**config.mk**
```make
export PLATFORM = sky130hd
export DESIGN_NAME = maze_region_fill
export DESIGN_NICKNAME = d
export VERILOG_FILES = /design/src/rtl/maze_region_fill.sv
export SDC_FILE = /design/constraint.sdc
export NUM_CORES = 1
export LEC_CHECK = 0
export CORE_MARGIN = 2
export CORE_UTILIZATION = 55
export DETAILED_ROUTE_END_ITERATION = 10
export GPL_TIMING_DRIVEN = 1
export PLACE_DENSITY = 0.87
export SYNTH_ARGS = -nofsm -noshare
export SYNTH_HDL_FRONTEND = slang
export SYNTH_SLANG_ARGS = --single-unit
```
**constraint.sdc**
```tcl
create_clock -name clk -period 5.3 [get_ports clk]
set_input_delay 1.06 -clock clk [delete_from_list [all_inputs] [get_ports clk]]
set_output_delay 1.06 -clock clk [all_outputs]
set_load 0.03 [all_outputs]
```
**src/rtl/maze_region_fill.sv**
```systemverilog
// -----------------------------------------------------------------------------
// maze_region_fill
//
// Rectangular-region writer for the maze frame RAM. A start request in IDLE
// latches an inclusive rectangle (x0..x1, y0..y1), a mode and a fill colour,
// then sweeps the rectangle in raster order (x fastest), one cell per cycle.
// Each cell is written either with the latched constant colour (fill mode)
// or with data read from an external source store (copy mode). Copy-mode
// source data arrives SRC_LAT cycles after the coordinate is presented.
//
// Ports:
//   clk          system clock, all state on the rising edge
//   resetn       asynchronous active-low reset
//   start        operation request, sampled only in IDLE
//   mode         0 = copy from source, 1 = constant fill
//   fill_colour  constant colour for fill mode
//   x0, x1       inclusive column bounds
//   y0, y1       inclusive row bounds
//   src_x/src_y  source read coordinate (mirrors the sweep cursor)
//   src_data     source read data, SRC_LAT cycles behind src_x/src_y
//   wr_en        RAM write strobe
//   wr_addr      RAM write address {y, x}
//   wr_data      RAM write data
//   busy         operation in progress
//   done         one-cycle completion pulse
//   err          one-cycle pulse when a request with x0>x1 or y0>y1 is refused
// -----------------------------------------------------------------------------
module maze_region_fill #(
    parameter int GRID_W_BITS = 5,
    parameter int GRID_H_BITS = 5,
    parameter int COLOUR_W    = 3,
    parameter int SRC_LAT     = 1
) (
    input  logic                               clk,
    input  logic                               resetn,
    input  logic                               start,
    input  logic                               mode,
    input  logic [COLOUR_W-1:0]                fill_colour,
    input  logic [GRID_W_BITS-1:0]             x0,
    input  logic [GRID_W_BITS-1:0]             x1,
    input  logic [GRID_H_BITS-1:0]             y0,
    input  logic [GRID_H_BITS-1:0]             y1,
    output logic [GRID_W_BITS-1:0]             src_x,
    output logic [GRID_H_BITS-1:0]             src_y,
    input  logic [COLOUR_W-1:0]                src_data,
    output logic                               wr_en,
    output logic [GRID_W_BITS+GRID_H_BITS-1:0] wr_addr,
    output logic [COLOUR_W-1:0]                wr_data,
    output logic                               busy,
    output logic                               done,
    output logic                               err
);

    localparam int AW = GRID_W_BITS + GRID_H_BITS;

    // Extra delay stages needed in front of the output register for the
    // slowest legal source (SRC_LAT = 3). Tap 0 is the live cursor.
    localparam int PIPE_D = 2;
    localparam logic [1:0] COPY_TAP = 2'(SRC_LAT - 1);

    localparam logic [GRID_W_BITS-1:0] X_ONE = GRID_W_BITS'(1);
    localparam logic [GRID_H_BITS-1:0] Y_ONE = GRID_H_BITS'(1);

    typedef enum logic [1:0] {
        IDLE  = 2'd0,
        SCAN  = 2'd1,
        DRAIN = 2'd2,
        DONE  = 2'd3
    } state_t;

    state_t state_reg, state_next;

    // Latched operation parameters
    logic [GRID_W_BITS-1:0] x0_reg, x1_reg;
    logic [GRID_H_BITS-1:0] y1_reg;
    logic                   mode_reg;
    logic [COLOUR_W-1:0]    fill_reg;

    // Sweep cursor
    logic [GRID_W_BITS-1:0] cur_x_reg;
    logic [GRID_H_BITS-1:0] cur_y_reg;

    // Latency pipe
    logic [PIPE_D-1:0]         pipe_vld_reg;
    logic [PIPE_D-1:0][AW-1:0] pipe_addr_reg;
    logic [PIPE_D:0]           tap_vld;
    logic [PIPE_D:0][AW-1:0]   tap_addr;
    logic [1:0]                tap_sel;
    logic                      sel_vld;
    logic [AW-1:0]             sel_addr;

    // Output registers
    logic                wr_en_reg;
    logic [AW-1:0]       wr_addr_reg;
    logic [COLOUR_W-1:0] wr_data_reg;
    logic                err_reg;

    logic accept;
    logic reject;
    logic bad_rect;
    logic at_row_end;
    logic at_last;

    assign bad_rect   = (x0 > x1) || (y0 > y1);
    assign at_row_end = (cur_x_reg == x1_reg);
    assign at_last    = at_row_end && (cur_y_reg == y1_reg);

    // Tap 0 is the coordinate being issued this cycle; tap k is that
    // coordinate delayed by k cycles. Fill mode writes straight from tap 0,
    // copy mode waits for the source data to line up.
    assign tap_vld  = {pipe_vld_reg, (state_reg == SCAN)};
    assign tap_addr = {pipe_addr_reg, {cur_y_reg, cur_x_reg}};
    assign tap_sel  = mode_reg ? 2'd0 : COPY_TAP;
    assign sel_vld  = tap_vld[tap_sel] && ((state_reg == SCAN) || (state_reg == DRAIN));
    assign sel_addr = tap_addr[tap_sel];

    // -------------------------------------------------------------------------
    // FSM
    // -------------------------------------------------------------------------
    always_ff @(posedge clk or negedge resetn) begin
        if (!resetn) begin
            state_reg <= IDLE;
        end else begin
            state_reg <= state_next;
        end
    end

    always_comb begin
        state_next = state_reg;
        accept     = 1'b0;
        reject     = 1'b0;
        case (state_reg)
            IDLE: begin
                if (start) begin
                    if (bad_rect) begin
                        reject = 1'b1;
                    end else begin
                        accept     = 1'b1;
                        state_next = SCAN;
                    end
                end
            end
            SCAN: begin
                if (at_last) begin
                    state_next = DRAIN;
                end
            end
            DRAIN: begin
                // Writes form one contiguous burst, so a write in flight with
                // nothing behind it at the selected tap is the final write.
                if (wr_en_reg && !sel_vld) begin
                    state_next = DONE;
                end
            end
            DONE: begin
                state_next = IDLE;
            end
            default: begin
                state_next = IDLE;
            end
        endcase
    end

    // -------------------------------------------------------------------------
    // Operation latch and cursor
    // -------------------------------------------------------------------------
    always_ff @(posedge clk or negedge resetn) begin
        if (!resetn) begin
            x0_reg    <= '0;
            x1_reg    <= '0;
            y1_reg    <= '0;
            mode_reg  <= 1'b0;
            fill_reg  <= '0;
            cur_x_reg <= '0;
            cur_y_reg <= '0;
        end else if (accept) begin
            x0_reg    <= x0;
            x1_reg    <= x1;
            y1_reg    <= y1;
            mode_reg  <= mode;
            fill_reg  <= fill_colour;
            cur_x_reg <= x0;
            cur_y_reg <= y0;
        end else if (state_reg == SCAN) begin
            // Bounds are compared before incrementing, so a sweep ending at
            // the grid's maximum coordinate never rolls the cursor over.
            if (at_row_end) begin
                if (!at_last) begin
                    cur_x_reg <= x0_reg;
                    cur_y_reg <= cur_y_reg + Y_ONE;
                end
            end else begin
                cur_x_reg <= cur_x_reg + X_ONE;
            end
        end
    end

    // -------------------------------------------------------------------------
    // Latency pipe and write port
    // -------------------------------------------------------------------------
    always_ff @(posedge clk or negedge resetn) begin
        if (!resetn) begin
            pipe_vld_reg  <= '0;
            pipe_addr_reg <= '0;
        end else begin
            pipe_vld_reg  <= tap_vld[PIPE_D-1:0];
            pipe_addr_reg <= tap_addr[PIPE_D-1:0];
        end
    end

    always_ff @(posedge clk or negedge resetn) begin
        if (!resetn) begin
            wr_en_reg   <= 1'b0;
            wr_addr_reg <= '0;
            wr_data_reg <= '0;
            err_reg     <= 1'b0;
        end else begin
            wr_en_reg <= sel_vld;
            err_reg   <= reject;
            if (sel_vld) begin
                wr_addr_reg <= sel_addr;
                wr_data_reg <= mode_reg ? fill_reg : src_data;
            end
        end
    end

    assign src_x   = cur_x_reg;
    assign src_y   = cur_y_reg;
    assign wr_en   = wr_en_reg;
    assign wr_addr = wr_addr_reg;
    assign wr_data = wr_data_reg;
    assign err     = err_reg;
    assign busy    = (state_reg == SCAN) || (state_reg == DRAIN);
    assign done    = (state_reg == DONE);

endmodule

```
**Word-level counts from Yosys, hierarchy flattened**

Cells that the tools add are included.

- Bits of input ports: 30
- Register bits: 46

- Add/sub/neg operators: 2
- Multiplexer cells: 20
- Reductions and logical operators: 12
- $lt $le $gt $ge: 2
- Eq/ne operators: 11

Operators with widths:

| operator | number |
|---|---|
| $mux W5 | 8 |
| $add A5 B1 Y5 const B | 2 |
| $eq A5 B5 Y1 | 2 |
| $gt A5 B5 Y1 | 2 |
| $mux W2 | 4 |
| $pmux W2 S4 | 1 |
| $mux W1 | 6 |
| $ne A2 B2 Y1 const B | 3 |
| $eq A2 B2 Y1 const B | 2 |
| $ne A2 B1 Y1 const B | 2 |
| $reduce_and A4 Y1 | 1 |
| $reduce_bool A2 Y1 | 2 |
| $logic_and A1 B1 Y1 | 3 |
| $mux W3 | 1 |
| $ne A3 B3 Y1 const B | 1 |
| $reduce_and A3 Y1 | 1 |
| $eq A2 B1 Y1 const B | 1 |
| $logic_not A2 Y1 | 1 |
| $logic_or A1 B1 Y1 | 2 |
| $reduce_and A2 Y1 | 1 |
| $logic_not A1 Y1 | 1 |

**Depth between registers and ports, before layout**

Gate-level depths: netlist of the first run.

- Word-level depth: 7
- Depth in mapped cells: 9
- Mapped depth without buffers: 7

**Worst setup path after synthesis of the first run**

Ideal clock, no wire load.

- Path type: input to register
- From: input port x1[1]
- To: register x1_reg[4]
- Buffers on the path: 2
- Stages: 9
- Library setup time: 0.125 ns
- Path slack: 2.270 ns
- Arrival time: 2.905 ns
- Cells stage by stage: inv_1 -> ha_1 -> and4_1 -> a21oi_1 -> o31a_1 -> clkbuf_1 -> or3_1 -> clkbuf_1 -> mux2_2

- Word-level cells in the longest chain between the ends: 5

RTL lines:

| what | RTL line | RTL |
|---|---|---|
| start, declared | 40 | `input logic [GRID_W_BITS-1:0] x1,` |
| $gt A5 B5 Y1 | 104 | `assign bad_rect = (x0 > x1) \|\| (y0 > y1);` |
| $logic_or A1 B1 Y1 | 104 |  |
| $mux W1 | 135 | `if (bad_rect) begin` |
| $mux W1 | 134 | `if (start) begin` |
| $mux W1 | 132 | `case (state_reg)` |
| end signal, assigned | 170 | `x1_reg <= '0;` |
| end signal, assigned | 178 | `x1_reg <= x1;` |
| end, declared | 74 | `logic [GRID_W_BITS-1:0] x0_reg, x1_reg;` |

No other way between the ends.
A chain may end at the register's enable or synchronous reset.

**Worst setup path after layout of the first run**

- From: input port y1[3]
- To: register y1_reg[1]

- Word-level cells in the longest chain between the ends: 5

RTL lines:

| what | RTL line | RTL |
|---|---|---|
| start, declared | 42 | `input logic [GRID_H_BITS-1:0] y1,` |
| $gt A5 B5 Y1 | 104 |  |
| $logic_or A1 B1 Y1 | 104 |  |
| $mux W1 | 135 |  |
| $mux W1 | 134 |  |
| $mux W1 | 132 |  |
| end signal, assigned | 179 | `y1_reg <= y1;` |
| end, declared | 75 | `logic [GRID_H_BITS-1:0] y1_reg;` |

No other way between the ends.

==> results of run 1 <==
==> cells in the mapped netlist (2+ instances only) <==
master and count:
a211oi_1 3, a21o_1 3, a21oi_1 8, a31oi_1 5
and4_1 3, buf_1 3, buf_2 2, clkbuf_1 4
dfrtp_1 46, ha_1 16, inv_1 18, mux2_2 30
mux2i_1 4, nand2_1 7, nand2b_1 2, nand3_1 4
nand4_1 5, nor2_1 11, nor2b_1 2, nor3_1 2
nor3_2 2, nor4_1 6, nor4b_1 2, o2111ai_1 2
o211ai_1 5, o21ai_0 6, o31a_1 2, o31ai_1 3
or3_1 5, xnor2_1 9, xor2_1 4
==> area by class of cell <==
cell class	count	area [µm²]	share of cell area (%)
Timing Repair Buffer	57	563	17.0
Clock buffer	7	86.3	2.60
Tap cell	54	67.6	2.03
Clock inverter	1	5.00	0.151
Multi-Input combinational cell	166	1380	41.4
Inverter	19	71.3	2.15
Sequential cell	46	1150	34.7
==> power by group through the flow <==
stage	Clock, µW	Combinational (µW)	Sequential (µW)
global route	242	72.3	353
finish	226	64.8	352
CTS	230	65.0	352
global placement	0	62.1	359
detailed placement	0	64.2	359
floorplan	0	23.8	362
==> critical path, delay by kind of cell <==
kind	cells	cell delay, ps
buffers and inverters	2	530
muxes	1	420
AOI/OAI and AO/OA	2	590
and+or+nand+nor	2	920
adders and majority gates	1	280
==> metrics by stage <==
| step | utilization [%] | power (µW) | instance area, µm² |
|---|---|---|---|
| 2_1_floorplan | - | 386 | 2650 |
| 3_3_place_gp | 68.8 | 421 | 3230 |
| 3_5_place_dp | 68.8 | 424 | 3230 |
| 4_1_cts | 70.8 | 647 | 3320 |
| 5_1_grt | 70.8 | 667 | 3320 |
| 6_report | 70.8 | 643 | 3320 |
==> worst paths after layout <==
kind                         startpoint         end  slack (ps)  depth (start not counted)
max reg2reg                state_reg[1]    src_x[1]        2720                          7
max in group asynchronous        resetn  wr_addr[9]        3770                          1
max                               y1[3]   y1_reg[1]        1680                          8
min                          wr_addr[7]  wr_addr[7]         510                          1
min reg2reg                  wr_addr[7]  wr_addr[7]         510                          1
min in group asynchronous        resetn    src_y[1]         920                          1
==> routing by layer <==
| metal | track usage (%) | vias up |
|---|---|---|
| met5 | 0 | - |
| met4 | 5.86 | 0 |
| met3 | 5.49 | 12 |
| met2 | 40.9 | 98 |
| met1 | 33.9 | 1033 |
| li1 | - | 991 |
==> kinds of logic after synthesis <==
logic type | count (synthesis) | share of synthesized area (%)
compound gates | 46 | 12.9
buf+inv | 29 | 4.49
xor+xnor | 14 | 4.92
mux | 35 | 14.7
simple gates | 55 | 12.0
flops | 46 | 43.5
fa+ha+maj | 16 | 7.56
==> results by group, run 1 <==
Run status
  • Status: complete, no violations

Final layout
  • Antenna cells: 0
  • Fin nets: 341
  • Most frequent cells in the layout: clkdlybuf4s50_1 (55), dfrtp_1 (46), mux2_2 (30)
  • Layout cells sized above 1: 14.9%
  • Commonest non-fill, non-tap cell in the layout: clkdlybuf4s50_1
  • Fin cells: 350
  • Max FFs per register: 10
  • # fillers: 356
  • Layout Area Growth over Synthesis: 25.5%

Floorplanning
  • Rows: 25
  • Die footprint: 0.00538 mm²
  • DIE WIDTH: 73.4 µm
  • Placeable Area: 0.00469 mm²
  • Io pins: 57
  • Die extent in y: 73.4 µm
  • Initial core utilization: 56.4%

STA
  • Tmin final: 3620 ps
  • RSZ-0062 raised after global routing: no
  • Final Max Tran Viols: 0
  • Hold Vio Cnt, Final: 0
  • Setup TNS: 0 ps
  • Skew final: 4.04 ps
  • Setup violators final: 0
  • Fin crit share: 68.4%
  • Tightest Pin Transition: 998 ps
  • Minimum hold slack: 508 ps
  • Final WS setup: 1680 ps
  • F_max: 276 MHz
  • Rel. slew slack: 33.5%

Power
  • Peak supply drop: 0.000162 V
  • Clock Power Share: 35.2%
  • Leakage: 0.00153 µW
  • Sequential share of power: 54.8%
  • Net switching power: 154 µW
  • PD cells: 194 mW/mm²
  • Combinational Power Share: 10.1%
  • Internal power: 489 µW
  • Switching Fraction: 24.0%

CTS
  • Hold buffers post-CTS: 0
  • CTS sink cnt: 46
  • Post-CTS Setup Inserts: 0
  • CTS clk-pin slew, worst paths: 80 ps
  • Root Buffer: clkbuf_8
  • CTS tree: yes
  • Resized cells post-CTS: 0
  • CTS H-tree lvls: 2
  • Maximum clock path buffer count: 2
  • TritonCTS buffer count: 5
  • Clock latency on the worst-skew pair: 300 ps

Drt
  • Wire length on met2: 3010 µm
  • Met1 Wirelength: 2650 µm
  • Drt wl/cell: 17.6 µm
  • Via/cell ratio: 6.10
  • Drt first pass iters: 4
  • Top Metal Used: met4
  • WL met3: 407 µm
  • DRT iter0 DRCs: 271
  • Via count: 2,134
  • Final ANT Viol Nets: 0
  • Final wirelength: 6160 µm
  • DRC errors left: 0

Synth
  • Syn. warnings: 0
  • Synth async-reset ratio: 100%
  • Top cells by area, synth: dfrtp_1 (43%), mux2_2 (13%), ha_1 (7.6%)
  • Yosys reg bits: 46
  • Top FF cell, synth: dfrtp_1
  • Area leader, netlist: dfrtp_1
  • Syn nets: 287
  • Post-synth cell types: 48
  • Synth top area share: 43.5%
  • Mean Syn Cell Area: 11.0 µm²
  • Register area share after synthesis: 43.5%
  • Mapped Cells: 241
  • Number of synthesized flops with an enable pin: 0
  • Cell area after synthesis: 0.00265 mm²

Global route
  • Initial antenna violation count: 0
  • Largest net degree at the start of global routing: 47
  • GRT Util Overall: 24.9%
  • Remaining global-route overflow: 0
  • Vias in the first global route: 2,090
  • First-pass GRT wire length: 10,200 µm

Place
  • Number of port buffers: 56
  • Global placer's final weighted congestion: 0.885
  • Hpwl dp: 4490 µm
  • DP Worst Slack: 1410 ps
  • DP Cell Count: 342

Setup path
  • Crit path cell chain: clkdlybuf4s50_1 > inv_1 > ha_1 > and4_1 > a21oi_1 > o31a_1 > or3_1 > mux2_2
  • CP arrival: 3810 ps
  • Max stage delay on crit path: 720 ps
  • Max Fanout on Critical Path: 20
  • CP max stage cell: or3_1
  • Critical Path RT: 5490 ps
  • Critical Path Start Type: input pin
  • Critical path class: input pin to flop
  • CP Capture Type: flop

Min path
  • Hold WC Path Type: flop to flop

Flow run
  • Max Cap Viol: 0
No activity file was read; power rests on OpenSTA's default activity.
==> inputs of run 2 (changes only) <==
Settings changed: CORE_UTILIZATION 55 to 46, PLACE_DENSITY 0.87 to 0.77.
Clock period 5.3 ns to 3.1 ns, I/O delays scaled along.
==> results by group, run 2 (same netlist as run 1, synthesis figures left out) <==
Run status
  • Status: complete, no violations (unchanged)

Place
  • Number of port buffers: 56 (unchanged)
  • Hpwl dp: 4750 µm (was 4490 µm)
  • Global placer's final weighted congestion: 0.932 (was 0.885)
  • DP Worst Slack: 140 ps (was 1410 ps)
  • Post-Place Cell Area: 0.00330 mm² (was 0.00323 mm²)

Power
  • Combinational Power Share: 10.7% (was 10.1%)
  • Switching Fraction: 23.8% (was 24.0%)
  • Pwr Total: 1110 µW (was 643 µW)
  • Leakage: 0.00156 µW (was 0.00153 µW)
  • Sequential share of power: 54.5% (was 54.8%)
  • Internal power: 843 µW (was 489 µW)
  • Peak supply drop: 0.000249 V (was 0.000162 V)
  • Net switching power: 263 µW (was 154 µW)
  • Clock Power Share: 34.8% (was 35.2%)
  • PD cells: 326 mW/mm² (was 194 mW/mm²)

Setup path
  • R2R cell count: 5 (was 7)
  • Register-to-register setup slack: 710 ps (was 2720 ps)
  • CP Capture Type: flop (unchanged)
  • CP arrival: 2820 ps (was 3810 ps)
  • Critical Path RT: 3280 ps (was 5490 ps)
  • Critical Path Start Type: input pin (unchanged)
  • Max Fanout on Critical Path: 9 (was 20)
  • Critical path class: input pin to flop (unchanged)

CTS
  • CTS H-tree lvls: 2 (unchanged)
  • Post-CTS Setup Inserts: 0 (unchanged)
  • Maximum clock path buffer count: 2 (unchanged)
  • Hold buffers post-CTS: 0 (unchanged)
  • Root Buffer: clkbuf_8 (unchanged)
  • Resized cells post-CTS: 0 (unchanged)
  • CTS clk-pin slew, worst paths: 90 ps (was 80 ps)
  • CTS sink cnt: 46 (unchanged)
  • CTS tree: yes (unchanged)
  • TritonCTS buffer count: 5 (unchanged)
  • Clock latency on the worst-skew pair: 300 ps (about the same)

Final layout
  • Antenna cells: 0 (unchanged)
  • Most frequent cells in the layout: clkdlybuf4s50_1 (55), dfrtp_1 (46), mux2_2 (30) (unchanged)
  • Area of all placed cells without fillers: 0.00340 mm² (was 0.00332 mm²)
  • Layout cells sized above 1: 16.8% (was 14.9%)
  • Post-Route Utilization: 61.3% (was 70.8%)
  • Fin nets: 348 (was 341)
  • Layout Area Growth over Synthesis: 28.3% (was 25.5%)
  • Commonest non-fill, non-tap cell in the layout: clkdlybuf4s50_1 (unchanged)
  • Max FFs per register: 10 (unchanged)
  • # fillers: 494 (was 356)

STA
  • Fin crit share: 85.3%
  • F_max: 378 MHz
  • Tightest Pin Transition: 1010 ps (was 998 ps)
  • Setup violators final: 0 (unchanged)
  • Hold Vio Cnt, Final: 0 (unchanged)
  • Final Max Tran Viols: 0 (unchanged)
  • Tmin final: 2640 ps
  • Final WS setup: 456 ps (was 1680 ps)
  • Skew final: 9.49 ps (was 4.04 ps)
  • Rel. slew slack: 32.4% (was 33.5%)
  • RSZ-0062 raised after global routing: no (unchanged)
  • Setup TNS: 0 ps (unchanged)

Drt
  • DRT iter0 DRCs: 192 (was 271)
  • Drt first pass iters: 4 (unchanged)
  • Drt wl/cell: 16.2 µm (was 17.6 µm)
  • Via/cell ratio: 5.60 (was 6.10)
  • Final ANT Viol Nets: 0 (unchanged)
  • DRC errors left: 0 (unchanged)
  • Via count: 2,099 (was 2,134)
  • Final wirelength: 6090 µm (was 6160 µm)

Global route
  • First-pass GRT wire length: 9980 µm (was 10,200 µm)
  • Remaining global-route overflow: 0 (unchanged)
  • Initial antenna violation count: 0 (unchanged)
  • Vias in the first global route: 2,066 (was 2,090)
  • Largest net degree at the start of global routing: 47 (unchanged)
  • GRT Util Overall: 20.3% (was 24.9%)

Floorplanning
  • Initial core utilization: 47.8% (was 56.4%)
  • DIE WIDTH: 79.8 µm (was 73.4 µm)
  • Rows: 27 (was 25)
  • Placeable Area: 0.00554 mm² (was 0.00469 mm²)
  • Die extent in y: 79.8 µm (was 73.4 µm)
  • Die footprint: 0.00638 mm² (was 0.00538 mm²)
  • Io pins: 57 (unchanged)

Min path
  • Hold WC Path Type: input pin to asynchronous set/reset pin (was flop to flop)

Flow run
  • Max Cap Viol: 0 (unchanged)
run 2: changes by cell type in the layout (fill, tap and decap cells not counted):
cell   previous run  this run
buf_4             1         8
run 2: power groups by stage:
| stage | combinational, µW | sequential [µW] | clock [µW] |
|---|---|---|---|
| floorplan | 40.7 | 619 | 0 |
| global placement | 116 | 614 | 0 |
| detailed placement | 119 | 614 | 0 |
| CTS | 120 | 603 | 392 |
| global route | 132 | 603 | 415 |
| finish | 118 | 603 | 385 |
run 2: worst max-delay path, stage by stage:
cell             delay (ps)
clkdlybuf4s50_1         480
inv_1                    50
ha_1                    280
o21ai_0                 150
a21oi_1                  80
o31a_1                  270
buf_4                   170
nor3_2                  180
buf_4                   210
mux2_2                  350
run 2: final timing paths:
path,endpoint,from
worst max-delay path,x0_reg[2],x1[2]
worst max register to register,state_reg[1],src_x[0]
max in group asynchronous,src_x[3],resetn
worst min-delay path,src_y[4],resetn
min in group clk,x0_reg[4],x0_reg[4]
worst min register to register,x0_reg[4],x0_reg[4]
run 2: stage by stage:
| step | hold WS [ps] | cells |
|---|---|---|
| after floorplan | 324 | 241 |
| after global placement | 456 | 367 |
| after detailed placement | 477 | 367 |
| after CTS | 497 | 375 |
| after global routing | 529 | 375 |
| final | 479 | 375 |
run 2: cell type report:
| class | instances | area (µm²) | share of cell area, % |
|---|---|---|---|
| Multi-Input combinational cell | 166 | 1380 | 40.5 |
| Sequential cell | 46 | 1150 | 33.9 |
| Timing Repair Buffer | 64 | 616 | 18.1 |
| Tap cell | 72 | 90.1 | 2.65 |
| Clock buffer | 7 | 86.3 | 2.54 |
| Inverter | 19 | 71.3 | 2.10 |
| Clock inverter | 1 | 5.00 | 0.147 |
run 2: routing by layer:
layer	share of wire, %	vias up	global-route usage, %
li1	-	1012	-
met1	44	1008	25.8
met2	50	70	34.6
met3	5.4	9	4.52
met4	1.0	0	6.10
met5	0	-	0
